**config.mk**
```make
export PLATFORM = sky130hd
export DESIGN_NAME = mips_inst_encoder
export DESIGN_NICKNAME = d
export VERILOG_FILES = /design/src/rtl/mips_inst_encoder.sv
export SDC_FILE = /design/constraint.sdc
export NUM_CORES = 1
export LEC_CHECK = 0
export CAP_MARGIN = 5
export CORE_UTILIZATION = 40
export DETAILED_ROUTE_END_ITERATION = 7
export PLACE_DENSITY_LB_ADDON = 0.3
export SETUP_SLACK_MARGIN = 0.5
export SKIP_CTS_REPAIR_TIMING = 1
export SLEW_MARGIN = 15
export SYNTH_ARGS = -nofsm -noshare
export SYNTH_HDL_FRONTEND = slang
export SYNTH_SLANG_ARGS = --single-unit
```
**constraint.sdc**
```tcl
create_clock -name clock -period 6.8 [get_ports clock]
set_clock_uncertainty 0.15 [all_clocks]
set_input_delay 0.68 -clock clock [delete_from_list [all_inputs] [get_ports clock]]
set_output_delay 0.68 -clock clock [all_outputs]
set_load 0.05 [all_outputs]
```
**src/rtl/mips_inst_encoder.sv**
```systemverilog
// mips_inst_encoder
// Turns symbolic instruction requests into encoded 32-bit MIPS words, each
// tagged with its load address, and queues them for the instruction-memory
// writer. LI is expanded to LUI/ORI; out-of-range immediates are rejected
// with a one-cycle err pulse.
// Build option: define MIPS64_EN to add DADDU, DADDIU, DSLL and DSRL
// (kinds 32..35). Without it those kinds are rejected like any other
// unknown kind.
//
// state  | meaning
// IDLE   | accepting requests while the FIFO has room
// SECOND | holding the ORI half of a split LI until the FIFO has room

module mips_inst_encoder #(
    parameter int unsigned DEPTH     = 4,
    parameter logic [31:0] BASE_ADDR = 32'h0000_0000
) (
    input  logic        clock,
    input  logic        reset_n,
    input  logic        req_valid,
    output logic        req_ready,
    input  logic [5:0]  req_kind,
    input  logic [4:0]  req_rs,
    input  logic [4:0]  req_rt,
    input  logic [4:0]  req_rd,
    input  logic [31:0] req_imm,
    output logic        inst_valid,
    input  logic        inst_ready,
    output logic [31:0] inst,
    output logic [31:0] inst_addr,
    output logic        err
);

    localparam int unsigned AW = (DEPTH > 1) ? $clog2(DEPTH) : 1;
    localparam int unsigned CW = AW + 1;

    localparam logic [5:0] K_NOP   = 6'd0;
    localparam logic [5:0] K_ADD   = 6'd1;
    localparam logic [5:0] K_ADDU  = 6'd2;
    localparam logic [5:0] K_SUB   = 6'd3;
    localparam logic [5:0] K_AND   = 6'd4;
    localparam logic [5:0] K_OR    = 6'd5;
    localparam logic [5:0] K_XOR   = 6'd6;
    localparam logic [5:0] K_NOR   = 6'd7;
    localparam logic [5:0] K_SLT   = 6'd8;
    localparam logic [5:0] K_SLL   = 6'd9;
    localparam logic [5:0] K_SRL   = 6'd10;
    localparam logic [5:0] K_JR    = 6'd11;
    localparam logic [5:0] K_ADDI  = 6'd12;
    localparam logic [5:0] K_ADDIU = 6'd13;
    localparam logic [5:0] K_ANDI  = 6'd14;
    localparam logic [5:0] K_ORI   = 6'd15;
    localparam logic [5:0] K_XORI  = 6'd16;
    localparam logic [5:0] K_LUI   = 6'd17;
    localparam logic [5:0] K_LW    = 6'd18;
    localparam logic [5:0] K_LBU   = 6'd19;
    localparam logic [5:0] K_SW    = 6'd20;
    localparam logic [5:0] K_SB    = 6'd21;
    localparam logic [5:0] K_BEQ   = 6'd22;
    localparam logic [5:0] K_BNE   = 6'd23;
    localparam logic [5:0] K_J     = 6'd24;
    localparam logic [5:0] K_MFC0  = 6'd25;
    localparam logic [5:0] K_MTC0  = 6'd26;
    localparam logic [5:0] K_ERET  = 6'd27;
    localparam logic [5:0] K_LI    = 6'd28;
    localparam logic [5:0] K_MOVE  = 6'd29;
`ifdef MIPS64_EN
    localparam logic [5:0] K_DADDU  = 6'd32;
    localparam logic [5:0] K_DADDIU = 6'd33;
    localparam logic [5:0] K_DSLL   = 6'd34;
    localparam logic [5:0] K_DSRL   = 6'd35;
`endif

    localparam logic [5:0] OP_J     = 6'h02;
    localparam logic [5:0] OP_BEQ   = 6'h04;
    localparam logic [5:0] OP_BNE   = 6'h05;
    localparam logic [5:0] OP_ADDI  = 6'h08;
    localparam logic [5:0] OP_ADDIU = 6'h09;
    localparam logic [5:0] OP_ANDI  = 6'h0C;
    localparam logic [5:0] OP_ORI   = 6'h0D;
    localparam logic [5:0] OP_XORI  = 6'h0E;
    localparam logic [5:0] OP_LUI   = 6'h0F;
    localparam logic [5:0] OP_COP0  = 6'h10;
    localparam logic [5:0] OP_LW    = 6'h23;
    localparam logic [5:0] OP_LBU   = 6'h24;
    localparam logic [5:0] OP_SB    = 6'h28;
    localparam logic [5:0] OP_SW    = 6'h2B;

    localparam logic [31:0] ERET_WORD = 32'h4200_0018;

    typedef enum logic [0:0] {
        ST_IDLE   = 1'b0,
        ST_SECOND = 1'b1
    } state_t;

    function automatic logic [31:0] r_word(input logic [4:0] rs, input logic [4:0] rt,
                                           input logic [4:0] rd, input logic [4:0] shamt,
                                           input logic [5:0] funct);
        return {6'h00, rs, rt, rd, shamt, funct};
    endfunction

    function automatic logic [31:0] i_word(input logic [5:0] op, input logic [4:0] rs,
                                           input logic [4:0] rt, input logic [15:0] imm16);
        return {op, rs, rt, imm16};
    endfunction

    state_t        state;
    logic [31:0]   pending_word;
    logic [31:0]   next_addr;

    logic [31:0]   mem_word [DEPTH];
    logic [31:0]   mem_addr [DEPTH];
    logic [AW-1:0] wr_ptr;
    logic [AW-1:0] rd_ptr;
    logic [CW-1:0] count;
    logic [31:0]   last_word;
    logic [31:0]   last_addr;

    logic          full;
    logic          accept;
    logic          push;
    logic          pop;
    logic [31:0]   push_word;

    logic          enc_legal;
    logic          enc_split;
    logic [31:0]   enc_word0;
    logic [31:0]   enc_word1;
    logic          sext_ok;
    logic          zext_ok;
    logic [15:0]   imm_hi;
    logic [15:0]   imm_lo;

    assign imm_hi  = req_imm[31:16];
    assign imm_lo  = req_imm[15:0];
    assign sext_ok = (req_imm[31:15] == '0) || (req_imm[31:15] == '1);
    assign zext_ok = (imm_hi == '0);

    // Encode the presented request and decide whether it is legal / split
    always_comb begin
        enc_legal = 1'b1;
        enc_split = 1'b0;
        enc_word0 = 32'h0000_0000;
        enc_word1 = 32'h0000_0000;
        case (req_kind)
            K_NOP:   enc_word0 = 32'h0000_0000;
            K_ADD:   enc_word0 = r_word(req_rs, req_rt, req_rd, 5'd0, 6'h20);
            K_ADDU:  enc_word0 = r_word(req_rs, req_rt, req_rd, 5'd0, 6'h21);
            K_SUB:   enc_word0 = r_word(req_rs, req_rt, req_rd, 5'd0, 6'h22);
            K_AND:   enc_word0 = r_word(req_rs, req_rt, req_rd, 5'd0, 6'h24);
            K_OR:    enc_word0 = r_word(req_rs, req_rt, req_rd, 5'd0, 6'h25);
            K_XOR:   enc_word0 = r_word(req_rs, req_rt, req_rd, 5'd0, 6'h26);
            K_NOR:   enc_word0 = r_word(req_rs, req_rt, req_rd, 5'd0, 6'h27);
            K_SLT:   enc_word0 = r_word(req_rs, req_rt, req_rd, 5'd0, 6'h2A);
            K_SLL: begin
                enc_legal = (req_imm[31:5] == '0);
                enc_word0 = r_word(5'd0, req_rt, req_rd, req_imm[4:0], 6'h00);
            end
            K_SRL: begin
                enc_legal = (req_imm[31:5] == '0);
                enc_word0 = r_word(5'd0, req_rt, req_rd, req_imm[4:0], 6'h02);
            end
            K_JR:    enc_word0 = r_word(req_rs, 5'd0, 5'd0, 5'd0, 6'h08);
            K_ADDI: begin
                enc_legal = sext_ok;
                enc_word0 = i_word(OP_ADDI, req_rs, req_rt, imm_lo);
            end
            K_ADDIU: begin
                enc_legal = sext_ok;
                enc_word0 = i_word(OP_ADDIU, req_rs, req_rt, imm_lo);
            end
            K_ANDI: begin
                enc_legal = zext_ok;
                enc_word0 = i_word(OP_ANDI, req_rs, req_rt, imm_lo);
            end
            K_ORI: begin
                enc_legal = zext_ok;
                enc_word0 = i_word(OP_ORI, req_rs, req_rt, imm_lo);
            end
            K_XORI: begin
                enc_legal = zext_ok;
                enc_word0 = i_word(OP_XORI, req_rs, req_rt, imm_lo);
            end
            K_LUI: begin
                enc_legal = zext_ok;
                enc_word0 = i_word(OP_LUI, 5'd0, req_rt, imm_lo);
            end
            K_LW: begin
                enc_legal = sext_ok;
                enc_word0 = i_word(OP_LW, req_rs, req_rt, imm_lo);
            end
            K_LBU: begin
                enc_legal = sext_ok;
                enc_word0 = i_word(OP_LBU, req_rs, req_rt, imm_lo);
            end
            K_SW: begin
                enc_legal = sext_ok;
                enc_word0 = i_word(OP_SW, req_rs, req_rt, imm_lo);
            end
            K_SB: begin
                enc_legal = sext_ok;
                enc_word0 = i_word(OP_SB, req_rs, req_rt, imm_lo);
            end
            K_BEQ: begin
                enc_legal = sext_ok;
                enc_word0 = i_word(OP_BEQ, req_rs, req_rt, imm_lo);
            end
            K_BNE: begin
                enc_legal = sext_ok;
                enc_word0 = i_word(OP_BNE, req_rs, req_rt, imm_lo);
            end
            K_J: begin
                enc_legal = (req_imm[31:26] == '0);
                enc_word0 = {OP_J, req_imm[25:0]};
            end
            K_MFC0:  enc_word0 = {OP_COP0, 5'd0, req_rt, req_rd, 11'd0};
            K_MTC0:  enc_word0 = {OP_COP0, 5'd4, req_rt, req_rd, 11'd0};
            K_ERET:  enc_word0 = ERET_WORD;
            K_LI: begin
                // A zero half lets LI collapse to a single instruction
                if (imm_hi == '0) begin
                    enc_word0 = i_word(OP_ORI, 5'd0, req_rt, imm_lo);
                end else if (imm_lo == '0) begin
                    enc_word0 = i_word(OP_LUI, 5'd0, req_rt, imm_hi);
                end else begin
                    enc_split = 1'b1;
                    enc_word0 = i_word(OP_LUI, 5'd0, req_rt, imm_hi);
                    enc_word1 = i_word(OP_ORI, req_rt, req_rt, imm_lo);
                end
            end
            K_MOVE:  enc_word0 = r_word(req_rs, 5'd0, req_rd, 5'd0, 6'h21);
`ifdef MIPS64_EN
            K_DADDU: enc_word0 = r_word(req_rs, req_rt, req_rd, 5'd0, 6'h2D);
            K_DADDIU: begin
                enc_legal = sext_ok;
                enc_word0 = i_word(6'h19, req_rs, req_rt, imm_lo);
            end
            K_DSLL: begin
                // Shifts of 32..63 use the "+32" funct with shamt = imm - 32
                enc_legal = (req_imm[31:6] == '0);
                enc_word0 = r_word(5'd0, req_rt, req_rd, req_imm[4:0],
                                   req_imm[5] ? 6'h3C : 6'h38);
            end
            K_DSRL: begin
                enc_legal = (req_imm[31:6] == '0);
                enc_word0 = r_word(5'd0, req_rt, req_rd, req_imm[4:0],
                                   req_imm[5] ? 6'h3E : 6'h3A);
            end
`endif
            default: enc_legal = 1'b0;
        endcase
    end

    assign full       = (count == CW'(DEPTH));
    assign req_ready  = (state == ST_IDLE) && !full;
    assign accept     = req_valid && req_ready;
    assign inst_valid = (count != '0);
    assign pop        = inst_valid && inst_ready;
    assign inst       = inst_valid ? mem_word[rd_ptr] : last_word;
    assign inst_addr  = inst_valid ? mem_addr[rd_ptr] : last_addr;

    // Select what, if anything, enters the FIFO this cycle
    always_comb begin
        push      = 1'b0;
        push_word = enc_word0;
        if (state == ST_SECOND) begin
            push      = !full;
            push_word = pending_word;
        end else if (accept && enc_legal) begin
            push = 1'b1;
        end
    end

    // Sequencer: LI split handling, error pulse and address counter
    always_ff @(posedge clock or negedge reset_n) begin
        if (!reset_n) begin
            state        <= ST_IDLE;
            pending_word <= 32'h0000_0000;
            next_addr    <= BASE_ADDR;
            err          <= 1'b0;
        end else begin
            err <= accept && !enc_legal;
            if (push) begin
                next_addr <= next_addr + 32'd4;
            end
            case (state)
                ST_IDLE: begin
                    if (accept && enc_legal && enc_split) begin
                        pending_word <= enc_word1;
                        state        <= ST_SECOND;
                    end
                end
                ST_SECOND: begin
                    if (!full) begin
                        state <= ST_IDLE;
                    end
                end
                default: state <= ST_IDLE;
            endcase
        end
    end

    // Output FIFO; the last popped entry is kept for display while empty
    always_ff @(posedge clock or negedge reset_n) begin
        if (!reset_n) begin
            for (int i = 0; i < int'(DEPTH); i++) begin
                mem_word[i] <= 32'h0000_0000;
                mem_addr[i] <= 32'h0000_0000;
            end
            wr_ptr    <= '0;
            rd_ptr    <= '0;
            count     <= '0;
            last_word <= 32'h0000_0000;
            last_addr <= 32'h0000_0000;
        end else begin
            if (push) begin
                mem_word[wr_ptr] <= push_word;
                mem_addr[wr_ptr] <= next_addr;
                wr_ptr           <= wr_ptr + 1'b1;
            end
            if (pop) begin
                last_word <= mem_word[rd_ptr];
                last_addr <= mem_addr[rd_ptr];
                rd_ptr    <= rd_ptr + 1'b1;
            end
            case ({push, pop})
                2'b10:   count <= count + 1'b1;
                2'b01:   count <= count - 1'b1;
                default: count <= count;
            endcase
        end
    end

endmodule

```
==> results of run 1 <==
==> worst max-delay path: cells and delay by family (launching register included) <==
kind | cells | cell delay, ns
muxes | 2 | 0.91
buffers and inverters | 2 | 1.20
DFF | 1 | 1.09
==> where the power goes <==
part	leakage, nW	total (mW)	switching [mW]	internal, mW
Clock	0.612	2.08	0.859	1.22
Sequential	5.01	3.05	0.369	2.68
Combinational	3.57	2.42	1.33	1.09
==> cell usage after synthesis, types with 2 or more instances <==
cell,instances,area (µm²)
sky130_fd_sc_hd__or4_1,5,37.5
sky130_fd_sc_hd__nor4_1,9,56.3
sky130_fd_sc_hd__nor4b_1,3,26.3
sky130_fd_sc_hd__nand2b_1,4,25.0
sky130_fd_sc_hd__o21ai_0,132,661
sky130_fd_sc_hd__o31ai_1,2,15.0
sky130_fd_sc_hd__and2_1,3,18.8
sky130_fd_sc_hd__nand2_1,148,556
sky130_fd_sc_hd__ha_1,6,75.1
sky130_fd_sc_hd__a222oi_1,20,200
sky130_fd_sc_hd__o21bai_1,3,22.5
sky130_fd_sc_hd__and4_1,2,17.5
sky130_fd_sc_hd__nand3_1,9,45.0
sky130_fd_sc_hd__inv_1,10,37.5
sky130_fd_sc_hd__and3_1,4,25.0
sky130_fd_sc_hd__a31oi_1,4,25.0
sky130_fd_sc_hd__a32o_1,3,30.0
sky130_fd_sc_hd__o22ai_1,2,12.5
sky130_fd_sc_hd__nor3_1,10,50.1
sky130_fd_sc_hd__nor2_1,24,90.1
sky130_fd_sc_hd__xor2_1,25,219
sky130_fd_sc_hd__nor3b_1,7,52.6
sky130_fd_sc_hd__mux4_2,62,1400
sky130_fd_sc_hd__or4_4,2,22.5
sky130_fd_sc_hd__a32oi_1,2,17.5
sky130_fd_sc_hd__dfrtp_1,371,9280
sky130_fd_sc_hd__buf_4,2,15.0
sky130_fd_sc_hd__clkbuf_1,77,289
sky130_fd_sc_hd__mux2i_1,2,20.0
sky130_fd_sc_hd__a21oi_1,14,70.1
sky130_fd_sc_hd__buf_2,13,65.1
sky130_fd_sc_hd__or2_2,2,12.5
sky130_fd_sc_hd__o221ai_1,2,17.5
sky130_fd_sc_hd__nand4_1,10,62.6
sky130_fd_sc_hd__a2bb2oi_1,8,70.1
sky130_fd_sc_hd__buf_1,13,48.8
sky130_fd_sc_hd__xnor2_1,10,87.6
sky130_fd_sc_hd__or3_1,3,18.8
sky130_fd_sc_hd__o311ai_1,5,43.8
sky130_fd_sc_hd__nor2b_1,10,62.6
sky130_fd_sc_hd__mux2_2,283,3190
sky130_fd_sc_hd__a22oi_1,5,37.5
sky130_fd_sc_hd__nand3b_1,2,15.0
sky130_fd_sc_hd__a21o_1,2,15.0
==> how the worst max path moves through the flow <==
stage / startpoint / to / slack [ns] / cells past startpoint
6_report: rd_ptr[0] / inst[14] / 2.20 / 4
5_1_grt: rd_ptr[0] / inst[14] / 1.95 / 4
4_1_cts: rd_ptr[0] / inst[14] / 2.06 / 4
3_5_place_dp: req_kind[4] / count[2] / 2.16 / 13
3_3_place_gp: req_kind[4] / count[2] / 2.23 / 13
2_1_floorplan: req_kind[0] / count[2] / 3.25 / 13
==> logic make-up after synthesis <==
logic type / Yosys count
fa+ha+maj: 7
compound gates: 217
buf+inv: 115
simple gates: 260
flops: 371
xor+xnor: 35
other cells: 1
mux: 347
==> routing by layer <==
layer | GRT usage (%) | vias up
met4 | 5.87 | 0
li1 | - | 5113
met5 | 0 | -
met2 | 29.3 | 234
met3 | 2.79 | 70
met1 | 25.8 | 5780
==> placed cells by master (no fill, tap or decap), types with 3 or more instances in the layout <==
cell / n
sky130_fd_sc_hd__a21oi_1: 14
sky130_fd_sc_hd__a222oi_1: 20
sky130_fd_sc_hd__a22oi_1: 5
sky130_fd_sc_hd__a2bb2oi_1: 8
sky130_fd_sc_hd__a31oi_1: 4
sky130_fd_sc_hd__a32o_1: 3
sky130_fd_sc_hd__and3_1: 4
sky130_fd_sc_hd__buf_4: 15
sky130_fd_sc_hd__clkbuf_1: 13
sky130_fd_sc_hd__clkbuf_16: 40
sky130_fd_sc_hd__clkbuf_8: 5
sky130_fd_sc_hd__clkdlybuf4s50_1: 120
sky130_fd_sc_hd__clkinv_2: 7
sky130_fd_sc_hd__dfrtp_1: 369
sky130_fd_sc_hd__ha_1: 6
sky130_fd_sc_hd__inv_1: 10
sky130_fd_sc_hd__mux2_2: 283
sky130_fd_sc_hd__mux4_2: 62
sky130_fd_sc_hd__nand2_1: 148
sky130_fd_sc_hd__nand2b_1: 4
sky130_fd_sc_hd__nand3_1: 9
sky130_fd_sc_hd__nand4_1: 10
sky130_fd_sc_hd__nor2_1: 23
sky130_fd_sc_hd__nor2b_1: 10
sky130_fd_sc_hd__nor3_1: 10
sky130_fd_sc_hd__nor3b_1: 7
sky130_fd_sc_hd__nor4_1: 9
sky130_fd_sc_hd__nor4b_1: 3
sky130_fd_sc_hd__o21ai_0: 132
sky130_fd_sc_hd__o21bai_1: 3
sky130_fd_sc_hd__o311ai_4: 5
sky130_fd_sc_hd__or4_1: 5
sky130_fd_sc_hd__xnor2_1: 10
sky130_fd_sc_hd__xor2_1: 25
==> registers in the layout, indices dropped and copies added (netlist names) <==
name          count
last_addr        30
mem_addr        120
err               1
next_addr        30
mem_word        128
rd_ptr            2
state             1
count             3
pending_word     22
last_word        32
wr_ptr            2
==> through the flow <==
| step | std cells | hold WS [ns] | worst slack, ns | utilization (%) | total power [mW] |
|---|---|---|---|---|---|
| CTS | 2035 | 0.103 | 2.06 | 48.1 | 7.67 |
| finish | 2035 | 0.0314 | 2.20 | 48.1 | 7.55 |
| floorplan | 1354 | 0.234 | 3.25 | - | 4.75 |
| global placement | 1964 | 0.306 | 2.23 | 45.1 | 5.48 |
| detailed placement | 1964 | 0.316 | 2.16 | 45.1 | 5.54 |
| global route | 2035 | 0.126 | 1.95 | 48.1 | 7.95 |
==> final cells by class <==
type / count / area, µm²
repair buffers: 138 / 1370
clock buffers: 58 / 1120
flip-flops and latches: 371 / 9290
multi-input cells: 868 / 7720
well taps: 577 / 722
clock inverters: 13 / 135
fillers: 3820 / 22000
inverters: 10 / 37.5
==> impl_metrics.toml, run 1 <==
[worst_setup_path]
timing.setup.critical_path_class = "flip-flop to output pin"
path_cells = "buf_4, mux4_2, mux2_2, clkdlybuf4s50_1"
cp_slowest_stage_delay_ns = 1.09
setup.worst_path.end_class = "output pin"
slowest_stage = "sky130_fd_sc_hd__dfrtp_4"
r2r_slack_ns = 3.21
reg2reg_from = "count[0]"
critical_path.reg2reg.endpoint = "count[2]"
data_arrival_time_of_the_critical_path_ns = 3.77
critical_path_required_ns = 5.97
r2r_cells = 11
startpoint_kind_of_the_worst_setup_timing_path = "flip-flop"
critical_path_peak_fanout = 48

[floorplan]
floorplan.rows = 75
fp.coreArea_um2 = 42400
die_outline_width_um = 210
die_height_um = 210
floorplan.die_area_um2 = 44300
top_level_port_count = 124
floorplan.initialDensity_pct = 41.0

[timing]
final_max_slew_violation_count = 0
slew-limit-headroom_pct = 23.9
timing.setup.tns_ns = 0
final.period_utilization_pct = 67.7
finalSetupViolCount = 0
rsz0062_at_grt = "no"
finalHoldViolations = 0
max_slew.worst_pin.slew_ns = 1.14
final_period_demand_of_the_worst_path_ns = 4.60
fmaxAchievable_ghz = 0.217

[synth]
synthFlopType = "sky130_fd_sc_hd__dfrtp_1"
synth.lib_cells_used.distinct = 62
synthSimpleGateAreaFrac_pct = 7.10
syn_inst = 1353
sequential_area_share_after_synthesis_pct = 53.4
synth_compound_gate_area_share_pct = 8.00
number_of_enable_type_register_cells_in_the_synthesized_netlist = 0
syn_avg_cell_area_um2 = 12.8
synth_mux_area_share_pct = 26.5
syn_area_um2 = 17400
synth-async-reset-ratio_pct = 100
synth_xor_xnor_area_share_pct = 1.76
main_combinational_cell_family_by_area_after_synthesis = "multiplexers"
fraction_of_the_mapped_netlist_area_in_adder_cells_pct = 0.547
synth_seq_cells = 371
yosys_warnings = 0

[routing]
routedLengthMet1_um = 18500
vias = 11200
drt.antenna.violating_nets = 0
avgViaCountPerCell = 5.50
drt_iter0_markers = 699
routedWlPerCell_um = 19.6
routed_wl_um = 39900
met2RoutedLength_um = 18700
wl_met3_um = 1620
routed.top_layer = "met4"
drc = 0
drtPass1Iterations = 6

[cts]
cts.path.max_buffers = 3
clock_tree.root_cell = "sky130_fd_sc_hd__clkbuf_16"
tritoncts_clock_tree = "yes"
cts_made_buffers = 40
clock_sinks = 371
htree_num_levels = 2
clk_latency_ns = 0.53
clk_transition_reported_paths_ns = 0.06

[global_routing]
groute.usage.overall_pct = 18.4
grt_first_pass_wirelength_um = 64800
first_global_vias = 11500
grt_max_degree = 185
antenna_found_initial = 0
grt_overflow = 0

[place]
placement.cell_area_um2 = 19100
hpwl_um = 24900
globalplace.congestion = 0.913
io_buffer_count = 121

[layout]
syn_to_final_growth_pct = 17.4
post-route-cell-area_um2 = 20400
post_route_cells_drive_above_1_share_pct = 30.2
n_antenna_cell = 0
nets = 1493

[power]
total_leakage_power_nw = 9.19
p_per_area_nw_per_um2 = 370
power.ir.vdd_worst_mv = 0.268

[status]
run_status = "finished, final reports clean"

[min_path]
min_path_type = "input pin to asynchronous set/reset pin"

[job]
timing.max_cap.violations = 0
Note: power is estimated with default switching activity, not from simulation.
==> run 2: changes to the inputs <==
==> constraint.sdc (replaced) <==
create_clock -name clock -period 4.1 [get_ports clock]
set_clock_uncertainty 0.15 [all_clocks]
set_input_delay 0.41 -clock clock [delete_from_list [all_inputs] [get_ports clock]]
set_output_delay 0.41 -clock clock [all_outputs]
set_load 0.05 [all_outputs]
==> run 2 against run 1 <==
Net effect:
- sequential power up 62%
- die area unchanged
- cell count up 2.0%
- via count up 0.92%
- worst hold slack better by 0.29 ns
- combinational power up 78%
- register-to-register slack worse by 2.2 ns
- sequential share of layout area down 1.2 points
- power up 72%
- critical path depth up 1
- core utilization up 1.3 points
- sequential cell count unchanged
- critical path type unchanged
- highest routed layer unchanged
==> impl_metrics.toml, run 2 (synthesized netlist as in run 1, its figures left out) <==
[timing]
max_slew.worst_pin.slew_ns = 0.924
timing.setup.tns_ns = 0
rsz0062_at_grt = "yes"
slew-limit-headroom_pct = 38.4
final.period_utilization_pct = 85.1
finalHoldViolations = 0
fmaxAchievable_ghz = 0.287
final_period_demand_of_the_worst_path_ns = 3.49
final_max_slew_violation_count = 0
postLayoutSetupSlackWorst_ns = 0.612
finalSetupViolCount = 0

[cts]
clk_latency_ns = 0.56
tritoncts_clock_tree = "yes"
htree_num_levels = 2
cts_made_buffers = 41
cts.path.max_buffers = 3
clock_tree.root_cell = "sky130_fd_sc_hd__clkbuf_16"
clk_transition_reported_paths_ns = 0.06
clock_sinks = 371

[min_path]
timing.hold.worst_path_depth = 2
worst_hold_path.endpoint = "mem_word[33]"
worstHoldStart = "mem_word[33]"
min_path_type = "flip-flop to flip-flop"

[routing]
drc = 0
routed_wl_um = 41800
avgViaCountPerCell = 5.45
vias = 11300
routedWlPerCell_um = 20.1
drtPass1Iterations = 8
drt.antenna.violating_nets = 0
drt_iter0_markers = 780

[worst_setup_path]
crit_buf_inv = 3
data_arrival_time_of_the_critical_path_ns = 2.93
slowest_stage = "sky130_fd_sc_hd__clkdlybuf4s50_1"
startpoint_kind_of_the_worst_setup_timing_path = "flip-flop"
critical_path_required_ns = 3.54
r2r_cells = 11
critical_path.reg2reg.endpoint = "count[2]"
r2r_slack_ns = 1.03
setup.worst_path.end_class = "output pin"
critical_path_peak_fanout = 11
cp_slowest_stage_delay_ns = 0.70
reg2reg_from = "count[0]"
crit_family = "buffers and inverters"
path_cells = "buf_4, buf_12, mux4_2, mux2_2, clkdlybuf4s50_1"
timing.setup.critical_path_class = "flip-flop to output pin"

[floorplan]
die_outline_width_um = 210
floorplan.rows = 75
top_level_port_count = 124
floorplan.initialDensity_pct = 41.0
fp.coreArea_um2 = 42400
floorplan.die_area_um2 = 44300
die_height_um = 210

[power]
sw_share_pct = 33.6
p_per_area_nw_per_um2 = 621
total_switching_power_mw = 4.36
total_leakage_power_nw = 9.49
comb_power_share_pct = 33.2
power.internal_mw = 8.64
clockPowerShare_pct = 28.8
seq_power_share_pct = 38.0
power.ir.vdd_worst_mv = 0.359

[layout]
layout.cells.most_common = "sky130_fd_sc_hd__dfrtp_1"
nets = 1530
post_route_cells_drive_above_1_share_pct = 32.2
n_antenna_cell = 0
syn_to_final_growth_pct = 20.5
regMostFlops = "mem_word"
filler_cell_count = 3821
final_cell_mix = "sky130_fd_sc_hd__dfrtp_1, sky130_fd_sc_hd__mux2_2, sky130_fd_sc_hd__nand2_1"
largest_register_ffs = 128
reg.largest.list = "mem_word (128), mem_addr (120), last_word (32)"

[global_routing]
grt.met1_usage_pct = 26.6
grt_first_pass_wirelength_um = 67800
globalRouteMet2Util_pct = 31.5
grt_max_degree = 114
met3_usage_pct = 3.40
grt.busiest_layer = "met2"
groute.usage.overall_pct = 19.4
first_global_vias = 12000
antenna_found_initial = 0
grt_overflow = 0

[place]
dp_slack_ns = 0.329
globalplace.congestion = 0.861
hpwl_um = 26900
io_buffer_count = 121

[job]
timing.max_cap.violations = 0

[status]
run_status = "finished, final reports clean"
-- run 2: area by class of cell --
class                           count  area [µm²]  share of cell area, %
Timing Repair Buffer              173        1760                   8.40
Tap cell                          577         722                   3.45
Clock buffer                       62        1220                   5.85
Inverter                           10        37.5                  0.179
Multi-Input combinational cell    869        7730                   36.9
Sequential cell                   371        9290                   44.4
Clock inverter                     13         171                  0.819
-- run 2: worst max path at each step --
| stage | startpoint | end | cells after the start |
|---|---|---|---|
| after floorplan | req_kind[0] | count[2] | 13 |
| after global placement | req_imm[16] | mem_addr[26] | 9 |
| after global routing | rd_ptr[1] | inst[1] | 4 |
| after detailed placement | req_kind[4] | mem_addr[25] | 9 |
| final | rd_ptr[0] | inst_addr[30] | 5 |
| after CTS | rd_ptr[0] | inst[31] | 4 |
-- run 2: worst min-delay path: stages (launching register included) --
cell and delay, ns:
sky130_fd_sc_hd__dfrtp_1 0.33, sky130_fd_sc_hd__nand2_1 0.05, sky130_fd_sc_hd__o21ai_0 0.06
-- run 2: layer usage --
metal	routed length, µm	up-vias
met1	18900	5820
li1	-	5183
met4	940	0
met2	20000	238
met3	1950	59
met5	0	-
-- run 2: power groups by stage --
stage	combinational, mW	clock [mW]	sequential [mW]
floorplan	3.09	0	4.79
global placement	4.21	0	4.98
detailed placement	4.25	0	5.03
CTS	4.28	3.85	4.97
global route	4.64	4.01	5.04
finish	4.31	3.75	4.94
-- run 2: stage by stage --
step	hold slack, ns	instances	area [µm²]	util (%)	power, mW
floorplan	-0.0356	1354	17400	-	7.88
global placement	0.306	1994	19500	45.9	9.19
detailed placement	0.316	1994	19500	45.9	9.29
CTS	-0.187	2069	20900	49.2	13.1
global route	0.341	2075	20900	49.4	13.7
finish	0.326	2075	20900	49.4	13.0
